==> config.mk <==
export PLATFORM = sky130hd
export DESIGN_NAME = fft_frame_scheduler
export DESIGN_NICKNAME = d
export VERILOG_FILES = /design/src/rtl/fft_frame_scheduler.sv
export SDC_FILE = /design/constraint.sdc
export NUM_CORES = 1
export LEC_CHECK = 0
export CORE_AREA = 2 2 104 106
export CTS_BUF_LIST = sky130_fd_sc_hd__clkbuf_8
export DETAILED_ROUTE_END_ITERATION = 6
export DIE_AREA = 0 0 106 108
export PLACE_DENSITY = 0.65
export REMOVE_ABC_BUFFERS = 1
export SYNTH_ARGS = -nofsm -noshare
export SYNTH_HDL_FRONTEND = slang
export SYNTH_SLANG_ARGS = --single-unit
==> constraint.sdc <==
create_clock -name clk_i -period 3.4 [get_ports clk_i]
set_input_delay 0.68 -clock clk_i [delete_from_list [all_inputs] [get_ports clk_i]]
set_output_delay 0.68 -clock clk_i [all_outputs]
set_load 0.005 [all_outputs]
==> src/rtl/fft_frame_scheduler.sv <==
// Frame-granular round-robin scheduler sharing one fft_core among NUM_REQ requester streams.
// Optional sticky protocol checker enabled by defining FFT_SCHED_ERR_EN.
module fft_frame_scheduler #(
    parameter int unsigned DATA_WIDTH = 50,
    parameter int unsigned NUM_REQ    = 2,
    parameter int unsigned FRAME_LEN  = 8,
    parameter int unsigned TAG_DEPTH  = 4
) (
    input  logic                          clk_i,
    input  logic                          rst_i,
    input  logic [NUM_REQ*DATA_WIDTH-1:0] req_signal_i,
    input  logic [NUM_REQ-1:0]            req_valid_i,
    output logic [NUM_REQ-1:0]            req_ready_o,
    output logic [DATA_WIDTH-1:0]         core_signal_o,
    output logic                          core_valid_o,
    input  logic                          core_ready_i,
    input  logic [DATA_WIDTH-1:0]         core_signal_i,
    input  logic                          core_valid_i,
    output logic                          core_ready_o,
    output logic [DATA_WIDTH-1:0]         rsp_signal_o,
    output logic [NUM_REQ-1:0]            rsp_valid_o,
    input  logic [NUM_REQ-1:0]            rsp_ready_i,
    output logic [$clog2(NUM_REQ)-1:0]    grant_o,
    output logic                          busy_o,
    output logic                          err_o
);
    localparam int unsigned GW = $clog2(NUM_REQ);
    localparam int unsigned CW = $clog2(FRAME_LEN);
    localparam int unsigned TW = (TAG_DEPTH > 1) ? $clog2(TAG_DEPTH) : 1;
    localparam int unsigned OW = TW + 1;

    typedef enum logic {IDLE, LOAD} state_t;

    state_t          state, state_nxt;
    logic [GW-1:0]   grant, rr_ptr, sel, dest;
    logic [CW-1:0]   in_cnt, out_cnt;
    logic [TW-1:0]   wr_ptr, rd_ptr;
    logic [OW-1:0]   occ;
    logic [GW-1:0]   tag_mem [TAG_DEPTH];
    logic            found, full, empty;
    logic            push, pop, in_xfer, out_xfer, frame_end;

    function automatic logic [GW-1:0] rr_idx(input logic [GW-1:0] base, input int unsigned off);
        int unsigned s;
        s = 32'(base) + off;
        if (s >= NUM_REQ) s = s - NUM_REQ;
        return GW'(s);
    endfunction

    function automatic logic [TW-1:0] ptr_inc(input logic [TW-1:0] p);
        return (p == TW'(TAG_DEPTH - 1)) ? '0 : p + TW'(1);
    endfunction

    assign full    = (occ == OW'(TAG_DEPTH));
    assign empty   = (occ == '0);
    assign dest    = tag_mem[rd_ptr];
    assign grant_o = grant;
    assign busy_o  = (state == LOAD);

    // Round-robin pick: descending offsets so the nearest valid requester to rr_ptr wins.
    always_comb begin
        sel   = rr_ptr;
        found = 1'b0;
        for (int i = NUM_REQ - 1; i >= 0; i--) begin
            if (req_valid_i[rr_idx(rr_ptr, 32'(i))]) begin
                sel   = rr_idx(rr_ptr, 32'(i));
                found = 1'b1;
            end
        end
    end

    always_ff @(posedge clk_i) begin
        if (rst_i) state <= IDLE;
        else       state <= state_nxt;
    end

    // Input-side next state and zero-latency pass-through while loading.
    always_comb begin
        state_nxt     = state;
        push          = 1'b0;
        in_xfer       = 1'b0;
        frame_end     = 1'b0;
        req_ready_o   = '0;
        core_valid_o  = 1'b0;
        core_signal_o = req_signal_i[32'(grant) * DATA_WIDTH +: DATA_WIDTH];
        case (state)
            IDLE: begin
                if (found && !full) begin
                    push      = 1'b1;
                    state_nxt = LOAD;
                end
            end
            LOAD: begin
                core_valid_o       = req_valid_i[grant];
                req_ready_o[grant] = core_ready_i;
                if (req_valid_i[grant] && core_ready_i) begin
                    in_xfer = 1'b1;
                    if (in_cnt == CW'(FRAME_LEN - 1)) begin
                        frame_end = 1'b1;
                        state_nxt = IDLE;
                    end
                end
            end
            default: state_nxt = IDLE;
        endcase
    end

    // Output side routes core results to the tag at the FIFO head.
    always_comb begin
        rsp_signal_o = core_signal_i;
        rsp_valid_o  = '0;
        core_ready_o = 1'b0;
        out_xfer     = 1'b0;
        pop          = 1'b0;
        if (!empty) begin
            rsp_valid_o[dest] = core_valid_i;
            core_ready_o      = rsp_ready_i[dest];
            if (core_valid_i && rsp_ready_i[dest]) begin
                out_xfer = 1'b1;
                pop      = (out_cnt == CW'(FRAME_LEN - 1));
            end
        end
    end

    always_ff @(posedge clk_i) begin
        if (rst_i) begin
            grant   <= '0;
            rr_ptr  <= '0;
            in_cnt  <= '0;
            out_cnt <= '0;
            wr_ptr  <= '0;
            rd_ptr  <= '0;
            occ     <= '0;
            for (int i = 0; i < TAG_DEPTH; i++) tag_mem[i] <= '0;
        end else begin
            if (push) begin
                grant           <= sel;
                tag_mem[wr_ptr] <= sel;
                wr_ptr          <= ptr_inc(wr_ptr);
            end
            if (in_xfer) in_cnt <= frame_end ? '0 : in_cnt + CW'(1);
            if (frame_end) rr_ptr <= (grant == GW'(NUM_REQ - 1)) ? '0 : grant + GW'(1);
            if (out_xfer) out_cnt <= pop ? '0 : out_cnt + CW'(1);
            if (pop) rd_ptr <= ptr_inc(rd_ptr);
            case ({push, pop})
                2'b10:   occ <= occ + OW'(1);
                2'b01:   occ <= occ - OW'(1);
                default: occ <= occ;
            endcase
        end
    end

`ifdef FFT_SCHED_ERR_EN
    logic frame_end_q, err_q;

    // Sticky: core output with no tag, or granted requester still pushing right after its frame.
    always_ff @(posedge clk_i) begin
        if (rst_i) begin
            frame_end_q <= 1'b0;
            err_q       <= 1'b0;
        end else begin
            frame_end_q <= frame_end;
            if ((core_valid_i && empty) ||
                (frame_end_q && state == IDLE && req_valid_i[grant]))
                err_q <= 1'b1;
        end
    end
    assign err_o = err_q;
`else
    assign err_o = 1'b0;
`endif

endmodule

==> results of run 1 <==
[cell families (layout without fill, tap and decap cells)]
kind of cell | Yosys count | after routing | synth area share, %
AOI/OAI and AO/OA | 24 | 24 | 7.92
xor gates and xnor gates | 2 | 2 | 0.821
adders and majority gates | 8 | 8 | 5.04
buffers and inverters | 66 | 177 | 20.6
DFF | 22 | 22 | 22.5
muxes | 58 | 58 | 31.2
other | 1 | 1 | 0.176
and+or+nand+nor | 48 | 48 | 11.7
[state kept, by name, summed over array words and instances, names as in the netlist, named ones only]
register / flops
busy_o: 1
in_cnt: 3
tag_mem: 4
wr_ptr: 2
grant_o: 1
rr_ptr: 1
occ: 3
out_cnt: 3
rd_ptr: 2
[routing by layer]
layer | global-route usage, % | up-vias
li1 | - | 960
met1 | 13.4 | 939
met4 | 7.52 | 2
met2 | 39.5 | 219
met3 | 17.7 | 14
met5 | 1.79 | -
[metrics by stage]
stage	power (W)	hold slack [ns]	util, %	worst slack (ns)	instances
floorplan	0.000432	0.447	-	0.694	170
global placement	0.000695	0.462	34.8	0.423	472
detailed placement	0.000699	0.470	34.8	0.315	472
CTS	0.000866	0.483	35.3	0.571	476
global route	0.000903	0.517	35.3	0.461	476
finish	0.000858	0.486	35.3	0.547	476
[area by class of cell]
type / instances / share of cell area, %
Tap cell: 136 / 4.72
Multi-Input combinational cell: 141 / 33.6
Inverter: 7 / 0.728
Clock inverter: 1 / 0.104
Clock buffer: 3 / 1.14
Sequential cell: 22 / 13.4
Timing Repair Buffer: 166 / 46.3
[placed cells by master, fill, tap and decap left out, drive strengths merged]
master	n
mux2i	5
or3	2
nor2b	3
a41oi	1
nor3b	1
xor2	2
nand2	11
nand3b	3
and3	3
mux4	1
conb	1
a31o	3
fa	1
o21ai	6
a21oi	10
inv	8
clkdlybuf4s50	165
o31a	1
a21bo	1
nor3	3
and2	2
a211oi	1
nor2	14
edfxtp	4
clkbuf	3
mux2	52
nand2b	5
ha	7
a21o	1
dfxtp	18
buf	1
and4b	1
[power by group through the flow]
stage	logic [W]	clock network, W	registers [W]
3_5_place_dp	0.000395	0	0.000304
2_1_floorplan	0.000126	0	0.000306
4_1_cts	0.000399	0.000168	0.000298
5_1_grt	0.000422	0.000180	0.000301
3_3_place_gp	0.000391	0	0.000304
6_report	0.000393	0.000165	0.000299
[worst max-delay path, stage by stage]
cell             delay [ns]
clkdlybuf4s50_1        0.50
o31a_1                 0.21
and4b_1                0.22
a41oi_2                0.06
inv_1                  0.09
ha_1                   0.18
inv_1                  0.06
fa_1                   0.38
xor2_1                 0.17
or3_1                  0.32
a21oi_1                0.15
[worst paths after layout]
kind / from / slack, ns / to
max: core_valid_i / 0.55 / occ[2]$_SDFFE_PP0P_
min: in_cnt[2]$_SDFFE_PP0P_ / 0.49 / in_cnt[2]$_SDFFE_PP0P_
max reg2reg: tag_mem[2]$_SDFFCE_PN0P_ / 0.67 / occ[2]$_SDFFE_PP0P_
min reg2reg: in_cnt[2]$_SDFFE_PP0P_ / 0.49 / in_cnt[2]$_SDFFE_PP0P_
==> flow_summary_export.csv, run 1 <==
group,metric,value,unit
synthesis,netlist-cell-type-count,35,
power_and_ir_drop,power_density,238,nW/um^2
synthesis,synth_edf_count,4,
cts,clkLatencyLatePin,0.26,ns
detailed_routing,vias,2134,
hold_path,hold_path_class,"flip-flop to flip-flop",
global_route,grt_max_degree,48,
detailed_routing,post_drt_wl_per_cell,25.6,um
detailed_routing,routed_wl,12.2,mm
place,placed_area,3560,sq um
timing,worst_slew_pin_slew,0.900,ns
power_and_ir_drop,clock_power_share,19.2,%
worst_setup_path,start_kind,"input pin",
cts,path_clk_slew,0.09,ns
synthesis,synth_area_leaders,"mux2_2, buf_4, dfxtp_1",
power_and_ir_drop,intPower,0.000630,W
worst_setup_path,crit_fanout,3,
synthesis,synth_cells,229,
power_and_ir_drop,pwr-share-seq,34.9,%
synthesis,synth.avg_cell_area,9.32,sq um
power_and_ir_drop,leakagePower,1.34,nW
cts,cts.sinks,22,
detailed_routing,wl_met3,2.53,mm
cts,cts_max_path_buffers,2,
floorplan,pin_count,267,
floorplan,die_y,108,um
run_status,status,"finished, final reports clean",
timing,tns,0,ns
global_route,gr-total-overflow,0,
synthesis,ys_async_sr_fraction,0,%
cts,cts-root-buf,"clkbuf_8",
power_and_ir_drop,netSwitchingFraction,26.5,%
synthesis,synth.most_common_cell,"buf_4",
cells_and_area,multiInputGateArea,1210,sq um
cts,htreeDepth,1,
timing,setup_viol_count_final,0,
synthesis,synth_ff_type,"dfxtp_1",
detailed_routing,wl_met2,6.22,mm
worst_setup_path,end_kind,"flip-flop",
detailed_routing,first_iter_violations,50,
timing,rsz0062_at_grt,"false",
timing,slew_headroom,39.8,%
synthesis,ys_warn_count,0,
timing,fmax,350,MHz
cts,cts_hold_buffers,0,
cells_and_area,final_area,3610,sq um
timing,finalHoldViolations,0,
detailed_routing,met1_length,3.01,mm
floorplan,core_area,10200,sq um
cts,numCtsBuffers,3,
detailed_routing,routed_via_density,4.48,
detailed_routing,ant_nets,0,
worst_setup_path,required,3.57,ns
cells_and_area,area.growth.synth_to_final,69.1,%
timing,slew_violations,0,
synthesis,ys_seq_area_share,22.5,%
job,maxCapViolCount,0,
power_and_ir_drop,switchingPower,0.000227,W
global_route,grt_pass1_vias,2133,
timing,fin_crit,2.85,ns
detailed_routing,top_layer_used,"met5",
hold_path,worstHoldPathCells,2,
place,dp_hpwl,11.1,mm
floorplan,core.rowCount,37,
worst_setup_path,arrival,3.02,ns
floorplan,die_area,11400,sq um
worst_setup_path,crit_type,"input pin to flip-flop",
worst_setup_path,worst_r2r_path_depth,10,
global_route,grt_pass1_wl,16.1,mm
timing,finalClockSkew,0.00989,ns
cts,cts_setup_buffers,0,
synthesis,synth-seq-cells,22,
power_and_ir_drop,pwr-share-comb,45.9,%
synthesis,synth_top_cell_area_share,26.4,%
floorplan,die_x,106,um
floorplan,start_util,20.9,%
cells_and_area,ff_latch_area,482,sq um
cells_and_area,diodes,0,
place,place_congestion,0.837,
global_route,antenna_found_initial,0,
place,portBuffers,165,
timing,post-route-period-util,83.9,%
synthesis,synth_area,2130,sq um
synthesis,yosysTopAreaCell,"mux2_2",
detailed_routing,drcViolationCount,0,
power_and_ir_drop,vdd.ir_drop.worst,0.144,mV
detailed_routing,dr.pass1.iters,4,
cts,ctsResizeCount,0,
global_route,track_usage,20.4,%
synthesis,synth_common_cells,"buf_4, mux2_2, dfxtp_1",
cts,cts_tree,"done",
cells_and_area,drive_above_1_share,19.4,%
cells_and_area,fin_nets,507,
cells_and_area,fillers,1050,
(Power assumes the default switching activity.)
==> inputs of run 2 (changes only) <==
Clock period 3.4 ns to 2.8 ns, I/O delays scaled along.
==> flow_summary_export.csv, run 2 (synthesis results as in run 1) <==
group,metric,value,unit
run_status,status,"finished, final reports clean",
cells_and_area,final_cells,487,
timing,hold_slack,0.484,ns
floorplan,die_y,108,um
global_route,grt_pass1_wl,16.4,mm
power_and_ir_drop,vdd.ir_drop.worst,0.207,mV
global_route,antenna_found_initial,0,
worst_setup_path,start_kind,"input pin",
place,dp_hpwl,11.3,mm
timing,rsz0062_at_grt,"false",
worst_setup_path,cp_common_cell,"inv_1",
timing,setup_viol_count_final,0,
cts,path_clk_slew,0.08,ns
cts,htreeDepth,1,
power_and_ir_drop,pwr-share-seq,31.6,%
cts,numCtsBuffers,3,
cts,cts_max_path_buffers,2,
cts,clkLatencyLatePin,0.26,ns
job,maxCapViolCount,0,
cells_and_area,final_common_cell,"clkdlybuf4s50_1",
cells_and_area,drive_above_1_share,22.2,%
worst_setup_path,crit_fanout,3,
worst_setup_path,crit_family,"buffers and inverters",
detailed_routing,ant_nets,0,
timing,fin_crit,2.63,ns
floorplan,core.rowCount,37,
hold_path,hold_path_class,"flip-flop to flip-flop",
place,pre_cts_slack,-0.0875,ns
floorplan,start_util,20.9,%
detailed_routing,dr.pass1.iters,4,
cells_and_area,fin_nets,518,
global_route,grt_max_degree,21,
global_route,grt_pass1_vias,2098,
cells_and_area,regMostFlops,"tag_mem",
cts,ctsResizeCount,0,
timing,post-route-period-util,93.9,%
power_and_ir_drop,netSwitchingFraction,24.7,%
power_and_ir_drop,power_density,310,nW/um^2
timing,worst_slew_pin_slew,0.545,ns
detailed_routing,drcViolationCount,0,
detailed_routing,post_drt_wl_per_cell,25.2,um
cts,cts.sinks,22,
detailed_routing,vias,2135,
detailed_routing,first_iter_violations,36,
cts,cts_tree,"done",
timing,slew_headroom,63.7,%
detailed_routing,routed_via_density,4.38,
power_and_ir_drop,intPower,0.000871,W
worst_setup_path,slowest_stage,"clkdlybuf4s50_1",
worst_setup_path,worst-path-buf-inv,3,
worst_setup_path,arrival,2.82,ns
detailed_routing,routed_wl,12.3,mm
timing,final.setup.worst_slack,0.171,ns
worst_setup_path,crit_type,"input pin to flip-flop",
cts,cts_hold_buffers,0,
floorplan,die_area,11400,sq um
cells_and_area,final_cell_mix,"clkdlybuf4s50_1, mux2_2, dfxtp_1, nor2_1, nand2_1",
worst_setup_path,end_kind,"flip-flop",
worst_setup_path,path_cells,"clkdlybuf4s50_1 -> o31a_1 -> and4b_1 -> a41oi_2 -> inv_1 -> ha_1 -> inv_1 -> fa_1 -> xor2_1 -> or3_1 -> a21oi_1",
floorplan,core_area,10200,sq um
cells_and_area,diodes,0,
floorplan,die_x,106,um
timing,finalClockSkew,0.00566,ns
worst_setup_path,slowest_delay,0.51,ns
power_and_ir_drop,pwr-share-comb,42.6,%
timing,slew_violations,0,
cells_and_area,final_util,36.4,%
worst_setup_path,required,2.99,ns
global_route,track_usage,20.6,%
timing,finalHoldViolations,0,
power_and_ir_drop,leakagePower,1.41,nW
floorplan,pin_count,267,
cells_and_area,fillers,1042,
global_route,gr-total-overflow,0,
power_and_ir_drop,clock_power_share,25.8,%
place,place_congestion,0.810,
cells_and_area,largest_reg_flops,4,
cts,cts_setup_buffers,0,
timing,fmax,380,MHz
place,placedCellCount,483,
power_and_ir_drop,switchingPower,0.000285,W
cts,cts-root-buf,"clkbuf_8",
cells_and_area,area.growth.synth_to_final,74.8,%
place,portBuffers,165,
[run 2: changes by cell type in the layout (fill, tap and decap cells not counted), sizes merged]
cell    before  now
buf          1   12
bufinv       0    1
inv          8    7
[run 2: worst paths after layout]
path                                 start                     end  slack (ns)  cells past startpoint
hold reg to reg     in_cnt[1]$_SDFFE_PP0P_  in_cnt[1]$_SDFFE_PP0P_        0.48                      2
setup reg to reg  tag_mem[0]$_SDFFCE_PN0P_     occ[2]$_SDFFE_PP0P_        0.20                     10
hold / removal      in_cnt[1]$_SDFFE_PP0P_  in_cnt[1]$_SDFFE_PP0P_        0.48                      2
setup / recovery              core_valid_i     occ[2]$_SDFFE_PP0P_        0.17                     11
[run 2: cell type report]
type	count	area (sq um)	area share, %
clock inverter	1	30.0	0.805
inverter	7	26.3	0.705
tap	136	170	4.56
clock buffer	3	41.3	1.11
sequential	22	482	12.9
timing repair buffer	177	1770	47.4
multi-input combinational	141	1210	32.5
[run 2: power groups by stage]
stage / registers (W) / logic (W) / clock network (W)
after floorplan: 0.000372 / 0.000153 / 0
after global placement: 0.000371 / 0.000488 / 0
after detailed placement: 0.000372 / 0.000493 / 0
after CTS: 0.000365 / 0.000498 / 0.000306
after global routing: 0.000368 / 0.000529 / 0.000315
final: 0.000365 / 0.000493 / 0.000299
[run 2: worst register-to-register path, cell delays in order, from the launching register on]
cell      delay (ns)
edfxtp_1        0.37
mux4_2          0.53
and4b_1         0.30
a41oi_2         0.05
inv_1           0.08
ha_1            0.17
inv_1           0.06
fa_1            0.37
xor2_1          0.16
or3_1           0.30
a21oi_1         0.14
[run 2: through the flow]
step	TNS [ns]	instance area [sq um]	power [W]
floorplan	0	1720	0.000525
global placement	-0.00900	3660	0.000859
detailed placement	-0.0875	3660	0.000866
CTS	0	3730	0.00117
global route	0	3730	0.00121
finish	0	3730	0.00116
[run 2: layer usage]
layer | vias up | wire length (um) | global-route usage (%)
li1 | 982 | - | -
met1 | 922 | 2870 | 13.2
met2 | 211 | 6230 | 39.5
met3 | 20 | 2730 | 19.3
met4 | 0 | 425 | 7.24
met5 | - | 0 | 0
